`src/rtl/ifetch_queue_pkg.sv`:
```
// Shared definitions for the instruction-fetch front end: default widths,
// reset address, PC increment and the queued fetch entry layout.
package ifetch_queue_pkg;

  localparam int          AW_DEF       = 8;
  localparam int          IW_DEF       = 32;
  localparam logic [7:0]  RESET_PC_DEF = 8'h00;
  localparam int          PC_STEP      = 4;

  typedef struct packed {
    logic [AW_DEF-1:0] pc;
    logic [IW_DEF-1:0] instr;
  } fetch_entry_t;

endpackage

```
`src/rtl/ifetch_queue_sync_fifo.sv`:
```
// Circular FIFO with synchronous flush; storage is not reset, only the
// pointers and occupancy count are.
module sync_fifo #(
  parameter int DEPTH = 2,
  parameter int W     = 40
) (
  input  logic                       clk,
  input  logic                       reset,
  input  logic                       flush_i,
  input  logic                       push_i,
  input  logic                       pop_i,
  input  logic [W-1:0]               wdata_i,
  output logic [W-1:0]               rdata_o,
  output logic [$clog2(DEPTH):0]     count_o,
  output logic                       empty_o
);

  localparam int PW = $clog2(DEPTH);
  localparam int CW = PW + 1;

  logic [W-1:0]  mem [DEPTH];
  logic [PW-1:0] wr_ptr_q, wr_ptr_d;
  logic [PW-1:0] rd_ptr_q, rd_ptr_d;
  logic [CW-1:0] count_q, count_d;
  logic          push_ok, pop_ok;

  assign empty_o = (count_q == '0);
  assign push_ok = push_i && (count_q != CW'(DEPTH));
  assign pop_ok  = pop_i && !empty_o;
  assign rdata_o = mem[rd_ptr_q];
  assign count_o = count_q;

  always_comb begin
    wr_ptr_d = wr_ptr_q;
    rd_ptr_d = rd_ptr_q;
    count_d  = count_q;
    if (flush_i) begin
      wr_ptr_d = '0;
      rd_ptr_d = '0;
      count_d  = '0;
    end else begin
      // DEPTH is a power of two, so pointers wrap naturally.
      if (push_ok) wr_ptr_d = wr_ptr_q + PW'(1);
      if (pop_ok)  rd_ptr_d = rd_ptr_q + PW'(1);
      count_d = count_q + CW'(push_ok) - CW'(pop_ok);
    end
  end

  always_ff @(posedge clk) begin
    if (reset) begin
      wr_ptr_q <= '0;
      rd_ptr_q <= '0;
      count_q  <= '0;
    end else begin
      wr_ptr_q <= wr_ptr_d;
      rd_ptr_q <= rd_ptr_d;
      count_q  <= count_d;
    end
  end

  always_ff @(posedge clk) begin
    if (push_ok && !flush_i && !reset) mem[wr_ptr_q] <= wdata_i;
  end

endmodule

```
`src/rtl/ifetch_queue.sv`:
```
// Instruction-fetch front end: owns the fetch PC, issues synchronous memory
// reads and queues returned instructions with their PCs for decode.
module ifetch_queue
  import ifetch_queue_pkg::*;
#(
  parameter int          AW       = AW_DEF,
  parameter int          IW       = IW_DEF,
  parameter int          DEPTH    = 2,
  parameter logic [AW-1:0] RESET_PC = RESET_PC_DEF
) (
  input  logic          clk,
  input  logic          reset,
  output logic          imem_req,
  output logic [AW-1:0] imem_addr,
  input  logic [IW-1:0] imem_rdata,
  input  logic          redirect_valid,
  input  logic [AW-1:0] redirect_pc,
  output logic          out_valid,
  input  logic          out_ready,
  output logic [IW-1:0] out_instr,
  output logic [AW-1:0] out_pc
);

  localparam int CW = $clog2(DEPTH) + 1;
  localparam int OW = CW + 1;

  logic [AW-1:0]    fetch_pc_q, fetch_pc_d;
  logic [AW-1:0]    inflight_pc_q, inflight_pc_d;
  logic             inflight_q, inflight_d;
  logic [CW-1:0]    count;
  logic             fifo_push, fifo_pop, fifo_empty;
  logic [AW+IW-1:0] fifo_rdata;
  logic [OW-1:0]    occupancy;

  assign out_valid = !fifo_empty;
  // A pop coinciding with a redirect is voided: the head is discarded by the flush.
  assign fifo_pop  = out_valid && out_ready && !redirect_valid;
  assign fifo_push = inflight_q && !redirect_valid && !reset;

  // Slots committed after this cycle; the in-flight read holds a reserved slot.
  assign occupancy = OW'(count) + OW'(inflight_q) - OW'(fifo_pop);
  assign imem_req  = !reset && !redirect_valid && (occupancy < OW'(DEPTH));
  assign imem_addr = fetch_pc_q;

  assign out_pc    = fifo_empty ? '0 : fifo_rdata[AW+IW-1:IW];
  assign out_instr = fifo_empty ? '0 : fifo_rdata[IW-1:0];

  always_comb begin
    fetch_pc_d    = fetch_pc_q;
    inflight_pc_d = inflight_pc_q;
    inflight_d    = imem_req;
    if (imem_req) begin
      fetch_pc_d    = fetch_pc_q + AW'(PC_STEP);
      inflight_pc_d = fetch_pc_q;
    end
    if (redirect_valid) fetch_pc_d = {redirect_pc[AW-1:2], 2'b00};
  end

  always_ff @(posedge clk) begin
    if (reset) begin
      fetch_pc_q <= RESET_PC;
      inflight_q <= 1'b0;
    end else begin
      fetch_pc_q <= fetch_pc_d;
      inflight_q <= inflight_d;
    end
  end

  always_ff @(posedge clk) begin
    inflight_pc_q <= inflight_pc_d;
  end

  sync_fifo #(
    .DEPTH (DEPTH),
    .W     (AW + IW)
  ) u_fifo (
    .clk     (clk),
    .reset   (reset),
    .flush_i (redirect_valid),
    .push_i  (fifo_push),
    .pop_i   (fifo_pop),
    .wdata_i ({inflight_pc_q, imem_rdata}),
    .rdata_o (fifo_rdata),
    .count_o (count),
    .empty_o (fifo_empty)
  );

endmodule

```
`config.mk`:
```
export PLATFORM = sky130hd
export DESIGN_NAME = ifetch_queue
export DESIGN_NICKNAME = d
export VERILOG_FILES = /design/src/rtl/ifetch_queue_pkg.sv /design/src/rtl/ifetch_queue_sync_fifo.sv /design/src/rtl/ifetch_queue.sv
export SDC_FILE = /design/constraint.sdc
export NUM_CORES = 1
export LEC_CHECK = 0
export ABC_AREA = 0
export CORE_ASPECT_RATIO = 0.8
export CORE_MARGIN = 5
export CORE_UTILIZATION = 50
export CTS_CLUSTER_DIAMETER = 50
export DETAILED_ROUTE_END_ITERATION = 8
export HOLD_SLACK_MARGIN = 0.03
export PLACE_DENSITY = 0.8
export SYNTH_ARGS = -nofsm -noshare
export SYNTH_HDL_FRONTEND = slang
export SYNTH_SLANG_ARGS = --single-unit
export TNS_END_PERCENT = 5
```
`constraint.sdc`:
```
create_clock -name clk -period 4.7 [get_ports clk]
set_clock_uncertainty 0.05 [all_clocks]
set_input_delay 0.47 -clock clk [delete_from_list [all_inputs] [get_ports clk]]
set_output_delay 0.47 -clock clk [all_outputs]
set_load 0.03 [all_outputs]
```
Yosys cells after proc, flatten, opt, wreduce, memory -nomap -nowiden
Memories as Yosys holds them, arrays and structs flattened. A register that Yosys moved wholly into a read port is not among the register bits.
Index checks and enable logic that the tools add are counted.
{ "word_totals": {"n_memories": 1, "inputBits": 44, "mem_bits_rw": 80, "wordCells": 41, "ff_bits": 21, "out_inout_bits": 50} }
{ "memory_table": {"columns": ["name", "depth", "word_bits", "read_ports", "rd_clocked_by_memory_dff", "write_ports", "line", "source"], "rows": [
  ["u_fifo.mem", 2, 40, 1, 1, 1, "ifetch_queue_sync_fifo.sv:21", "logic [W-1:0] mem [DEPTH];"]
]} }
{ "op_classes": {"reduce_logical": 16, "addsub": 7, "n_eq_ne": 1, "magnitude_cmp": 1, "n_mux": 8} }
{ "ops": {"columns": ["operator", "count"], "rows": [
  ["$mux W32", 1],
  ["$mux W8", 3],
  ["$logic_and A1 B1 Y1", 10],
  ["$add A8 B3 Y8 const B", 1],
  ["$mux W1", 4],
  ["$add A2 B1 Y3", 1],
  ["$logic_not A1 Y1", 3],
  ["$lt A3 B2 Y1 const B", 1],
  ["$sub A3 B1 Y3", 1],
  ["$add A1 B1 Y1 const B", 2],
  ["$add A2 B1 Y2", 1],
  ["$logic_not A2 Y1", 1],
  ["$ne A2 B2 Y1 const B", 1],
  ["$reduce_bool A2 Y1", 1],
  ["$reduce_or A2 Y1", 1],
  ["$sub A2 B1 Y2", 1]
]} }

Depth between registers and ports, before layout
Gate-level depths: netlist (run 1).
{ "logic_depth": {"depth_word": 9, "depth_mapped": 10} }

Cells and area by module
From an unflattened synthesis (run 1), not the netlist that was laid out.
{ "hier_totals": {"hier_cells": 257, "area_unflattened_um2": 4053.9} }
{ "modules_own_cells": {"columns": ["mod", "cells_each", "instances", "seq_area_each_um2", "area_each_um2"], "rows": [
  ["sync_fifo", 149, 1, 2502.4, 3135.5],
  ["ifetch_queue", 108, 1, 320.3, 918.4]
]} }

Least setup slack after synthesis (run 1)
OpenSTA, ideal clock, no wires.
{ "synth_timing": {"kind": "register -> output", "from": "reg u_fifo.count_q[1], in the netlist u_fifo.count_o[1]", "to": "out imem_req", "path_stages_with_launch": 9, "arrival_ps": 2285, "path_slack_ps": 1895, "n_path_buf": 1, "path_cell_list": "dfxtp_1 -> buf_6 -> o21ai_0 -> nor2_1 -> ha_1 -> nand2b_1 -> fa_1 -> xnor2_1 -> and3_1"} }
{ "synth_via": {"elab_chain_cells": 7, "word_cells_on_any_way": 8, "cone_classes": "add/sub: 2; order compare: 1; reduce/logical: 5"} }
{ "synth_rtl": {"columns": ["element", "line", "source"], "rows": [
  ["from (decl)", "ifetch_queue_sync_fifo.sv:24", "logic [CW-1:0] count_q, count_d;"],
  ["from (signal assigned)", "ifetch_queue_sync_fifo.sv:57", "count_q <= count_d;"],
  ["$logic_not A2 Y1", "ifetch_queue_sync_fifo.sv:27", "assign empty_o = (count_q == '0);"],
  ["$logic_not A1 Y1", "ifetch_queue.sv:35", "assign out_valid = !fifo_empty;"],
  ["$logic_and A1 B1 Y1 (2 in series)", "ifetch_queue.sv:37", "assign fifo_pop = out_valid && out_ready && !redirect_valid;"],
  ["$sub A3 B1 Y3 (*)", "ifetch_queue.sv:41", "assign occupancy = OW'(count) + OW'(inflight_q) - OW'(fifo_pop);"],
  ["$lt A3 B2 Y1 (*)", "ifetch_queue.sv:42", "assign imem_req = !reset && !redirect_valid && (occupancy < OW'(DEPTH));"],
  ["$logic_and A1 B1 Y1 (*)", "ifetch_queue.sv:42", null],
  ["to (decl)", "ifetch_queue.sv:13", "output logic imem_req,"]
]} }
Mark *: on every way between the ends. The rest lies on a longest branch, timed or not.

Final worst setup path (run 1)
Same ends and word-level chain as after synthesis.

==> impl_metrics.yaml, run 1 <==
run_status:
  outcome: "finished clean"
power_and_ir_drop:
  power.leakage_nw: 1.59
  worst_ir_drop_vdd_uv: 162
  powerDensity_mw_per_mm2: 318
  power_mw: 1.54
yosys:
  synth_edf_count: 82
  yosys.cell_count.top_type: "edfxtp_1"
  synth_warnings: 0
  synthFlopType: "edfxtp_1"
  ys_seq_elements: 94
  synth.top_cell.area_share: 0.661
  syn_area_mm2: 0.00373
  synth_async_sr_flop_share: 0
  syn_inst: 250
  synth_largest_area_cell: "edfxtp_1"
  synthTopCellsByCount: "edfxtp_1, nor2_1, mux2i_1"
  syn_area_per_cell_um2: 14.9
  yosysUniqueCellTypes: 30
  synth_seq_area_share: 0.725
  synth_area_leaders: "edfxtp_1, mux2i_1, dfxtp_1"
critical_path:
  crit_type: "reg -> out"
  cp-startpoint: "u_fifo.count_o[1]"
  worst_setup_path_start_kind: "flip-flop"
  regToRegEndpoint: "imem_addr[7]"
  worstReg2RegStart: "u_fifo.count_o[1]"
  rr_worst_depth: 8
  end_kind: "output pin"
  cp.required_ns: 4.18
  path_max_fanout: 7
  crit_path_end: "imem_req"
  critPathArrivalTime_ns: 3.42
  ff2ff_setup_slack_ns: 1.67
floorplanning:
  rows: 28
  die_w_um: 107
  io_pins: 94
  core_area_mm2: 0.00732
  start_util: 0.509
  die_h_um: 87.2
  fp.dieArea_mm2: 0.00929
sta:
  hold_viol: 0
  slew_violations: 0
  grt_setup_unrepaired: "no"
  hold_ws_ns: 0.404
  setup_tns_ns: 0
  tightest_slew_ns: 1.06
  fin_crit_sh: 0.839
  slew_headroom: 0.292
  min_period_ns: 3.94
  fmax_mhz: 254
  setup_viol: 0
cts:
  cts_tree: "yes"
  clkSinkCount: 94
  clock_latency_ns: 0.35
  h-tree-depth: 3
  clockBufferDepth: 2
  cts_setup_buffers: 0
  clk_pin_slew_ns: 0.08
  cts_root_buf: "clkbuf_8"
  numCtsBuffers: 9
  cts_hold_buf: 0
  cts_resized: 0
global_routing:
  grt_pass1_vias: 2350
  overflow: 0
  grt_usage: 0.160
  grt_pass1_wl_um: 11300
  antenna_found_initial: 0
  grt_max_degree: 40
detailed_routing:
  ant_nets: 0
  wl_per_cell_um: 16.1
  viasPerCell: 5.13
  firstDrtPassIters: 4
  first_iter_violations: 57
  wl_um: 6960
  drcViolationCount: 0
  vias: 2211
layout:
  drive_above_1_share: 0.0616
  nNetsFinal: 386
  area.growth.synth_to_final_pct: 30.0
  final_cell_area_mm2: 0.00484
  diodes: 0
place:
  hpwl_um: 4660
  port_buffers: 87
  placed_area_mm2: 0.00466
  gp_congestion: 0.832
job:
  maxCapViolCount: 0
worst_hold_path:
  hp-class: "reg -> reg"
cell usage in the layout (no fill, tap or decap), types with 2 or more instances in the layout:
cell type        count
o21ai_0              6
or3_1                4
clkbuf_8             9
conb_1               4
nand2_1              2
xor2_1               3
mux2i_1             38
clkinv_2             2
and3_1               3
dfxtp_1             11
xnor2_1              2
nor2_1              47
ha_1                 4
nand4_1              3
clkinvlp_4           2
clkdlybuf4s50_1     87
edfxtp_1            82
a311oi_1             6
buf_4                2
inv_1                7
nor3_1               3
cell type report:
type	instances	area, um^2
Tap cell	90	113
Multi-Input combinational cell	136	928
Clock buffer	9	124
Timing Repair Buffer	89	886
Inverter	7	26.3
Sequential cell	94	2700
Clock inverter	6	63.8
Fill cell	525	2480
kinds of logic after synthesis:
| logic type | count (synthesis) | synth area share |
|---|---|---|
| AOI/OAI and AO/OA | 15 | 0.0285 |
| xor gates and xnor gates | 5 | 0.0118 |
| adders and majority gates | 5 | 0.0188 |
| buffers and inverters | 23 | 0.0309 |
| DFF | 94 | 0.725 |
| muxes | 38 | 0.102 |
| other | 1 | 0.00101 |
| and+or+nand+nor | 69 | 0.0816 |
per-layer routing:
metal / track usage / vias up / wire, um
met5: 0 / - / 0
met1: 0.199 / 1049 / 3040
met2: 0.267 / 72 / 3430
met4: 0.0616 / 0 / 107
met3: 0.0497 / 9 / 378
li1: - / 1081 / -
stage by stage:
stage | utilization | setup WS, ns | cells
finish | 0.662 | 0.759 | 431
CTS | 0.662 | 0.737 | 431
detailed placement | 0.636 | 0.834 | 416
floorplan | - | 1.89 | 253
global placement | 0.636 | 0.871 | 416
global route | 0.662 | 0.523 | 431
sequential cells by signal (all words and copies together) (netlist names), named ones only:
name / flops
u_fifo.rd_ptr_q: 1
inflight_q: 1
u_fifo.mem: 76
u_fifo.wr_ptr_q: 1
inflight_pc_q: 6
imem_addr: 6
u_fifo.count_o: 2
power breakdown:
| part | switching (mW) | internal, mW |
|---|---|---|
| clock | 0.263 | 0.242 |
| sequential | 0.00978 | 0.922 |
| combinational | 0.0526 | 0.0542 |
| total | 0.325 | 1.22 |
critical path, cell delays in order, from the launching register on:
cell and delay [ns]:
dfxtp_1 0.42, o21ai_0 0.36, nor2_1 0.08, ha_1 0.28, nand2b_1 0.15, fa_1 0.41, xnor2_1 0.24, and3_1 0.38
clkdlybuf4s50_1 0.75
worst min-delay path by stage:
| stage | cells past startpoint | startpoint | endpoint | slack (ns) |
|---|---|---|---|---|
| 6_report | 0 | inflight_pc_q[6] | u_fifo.mem[1][38] | 0.40 |
| 5_1_grt | 0 | inflight_pc_q[6] | u_fifo.mem[1][38] | 0.42 |
| 4_1_cts | 0 | inflight_pc_q[6] | u_fifo.mem[1][38] | 0.40 |
| 3_5_place_dp | 0 | inflight_pc_q[6] | u_fifo.mem[0][38] | 0.39 |
| 3_3_place_gp | 0 | inflight_pc_q[7] | u_fifo.mem[0][39] | 0.37 |
| 2_1_floorplan | 0 | inflight_pc_q[2] | u_fifo.mem[0][34] | 0.37 |
No activity file was read; power rests on OpenSTA's default activity.
==> inputs of run 2 (changes only) <==
- CORE_UTILIZATION: 50 -> 49
- PLACE_DENSITY: 0.8 -> 0.79
- clock period: 4.7 -> 3.8 ns (I/O delays scaled with it)
==> impl_metrics.yaml, run 2 (synthesis results as in run 1) <==
layout:
  largest_reg_flops: 76
  area.growth.synth_to_final_pct: 31.8
  diodes: 0
  final.fill_count: 533
  final_util: 0.664
  max_flop_register: "u_fifo.mem"
  final_cell_count_no_fill: 450
  nNetsFinal: 389
  final_common_cell: "clkdlybuf4s50_1"
  drive_above_1_share: 0.0667
  final_cell_mix: "clkdlybuf4s50_1, edfxtp_1, nor2_1, mux2i_1, dfxtp_1"
cts:
  clockBufferDepth: 2
  numCtsBuffers: 9
  cts_tree: "yes"
  clk_pin_slew_ns: 0.08
  cts_root_buf: "clkbuf_8"
  clock_latency_ns: 0.34
  clkSinkCount: 94
  h-tree-depth: 3
global_routing:
  grt_pass1_vias: 2300
  grt_pass1_wl_um: 10800
  overflow: 0
  antenna_found_initial: 0
  grt_usage: 0.148
  grt_max_degree: 40
sta:
  fmax_mhz: 279
  hold_ws_ns: 0.406
  slew_violations: 0
  grt_setup_unrepaired: "no"
  setup_tns_ns: 0
  min_period_ns: 3.58
  fin_crit_sh: 0.942
  tightest_slew_ns: 0.878
  setup_viol: 0
  hold_viol: 0
  slew_headroom: 0.413
worst_hold_path:
  hp-class: "reg -> reg"
power_and_ir_drop:
  worst_ir_drop_vdd_uv: 191
  power.leakage_nw: 1.62
  powerDensity_mw_per_mm2: 401
place:
  placed_cells: 434
  gp_congestion: 0.862
  port_buffers: 87
  hpwl_um: 4710
detailed_routing:
  first_iter_violations: 122
  vias: 2268
  wl_per_cell_um: 15.2
  viasPerCell: 5.04
  firstDrtPassIters: 4
  drcViolationCount: 0
  ant_nets: 0
  wl_um: 6860
critical_path:
  critPathTopFamily: "buffers and inverters"
  critPathArrivalTime_ns: 3.15
  worst_setup_path_start_kind: "flip-flop"
  cp.required_ns: 3.37
  end_kind: "output pin"
  path_max_fanout: 7
  ff2ff_setup_slack_ns: 0.84
  crit_buf_inv: 1
  cpPeakStageDelay_ns: 0.68
  path_cells: "o21ai_1, nor2_1, ha_1, nand2b_1, fa_1, xnor2_1, and3_1, clkdlybuf4s50_1"
  crit_type: "reg -> out"
  cp_slowest_cell: "clkdlybuf4s50_1"
floorplanning:
  rows: 28
  fp.dieArea_mm2: 0.00946
  die_h_um: 88.0
  core_area_mm2: 0.00739
  io_pins: 94
  die_w_um: 107
  start_util: 0.504
run_status:
  outcome: "finished clean"
job:
  maxCapViolCount: 0
[run 2: routing by layer]
layer | vias to the layer above | wire (um) | global-route usage
li1 | 1092 | - | -
met1 | 1089 | 3020 | 0.179
met2 | 81 | 3360 | 0.260
met3 | 6 | 421 | 0.0450
met4 | 0 | 61 | 0.0447
met5 | - | 0 | 0
[run 2: cell type report]
| type | instances | area, um^2 | share of cell area |
|---|---|---|---|
| flip-flops and latches | 94 | 2700 | 0.551 |
| well taps | 105 | 131 | 0.0268 |
| repair buffers | 92 | 908 | 0.185 |
| clock buffers | 9 | 124 | 0.0252 |
| clock inverters | 7 | 88.8 | 0.0181 |
| inverters | 7 | 26.3 | 0.00535 |
| multi-input cells | 136 | 928 | 0.189 |
[run 2: power by group]
part | switching, mW | leakage, nW | internal (mW) | total [mW]
logic | 0.0663 | 0.670 | 0.0677 | 0.134
clock network | 0.316 | 0.104 | 0.366 | 0.682
registers | 0.0114 | 0.844 | 1.14 | 1.15
total | 0.394 | 1.62 | 1.57 | 1.97
[run 2: final timing paths]
path	startpoint	to	depth (start not counted)
max	u_fifo.count_o[1]	imem_req	8
min	inflight_pc_q[4]	u_fifo.mem[0][36]	0
max reg2reg	u_fifo.count_o[1]	imem_addr[7]	8
min reg2reg	inflight_pc_q[4]	u_fifo.mem[0][36]	0
[run 2: stage by stage]
stage | setup slack, ns | power (mW) | instance area, um^2
floorplan | 1.04 | 1.23 | 3740
global placement | 0.390 | 1.30 | 4700
detailed placement | 0.340 | 1.31 | 4700
CTS | 0.140 | 1.99 | 4910
global route | 0.0307 | 2.03 | 4910
finish | 0.220 | 1.97 | 4910
[run 2: timing repair]
| action | in CTS | in global routing |
|---|---|---|
| hold buffers | 0 | 0 |
| gates resized for setup | 0 | 1 |
| setup endpoints to repair | 0 | 1 |
| setup buffers | 0 | 0 |
==> inputs of run 3 (changes only) <==
- HOLD_SLACK_MARGIN: 0.03 -> 0.15
==> results of run 3 <==
The final DEF is identical to that of run 2; final timing and power are the same.
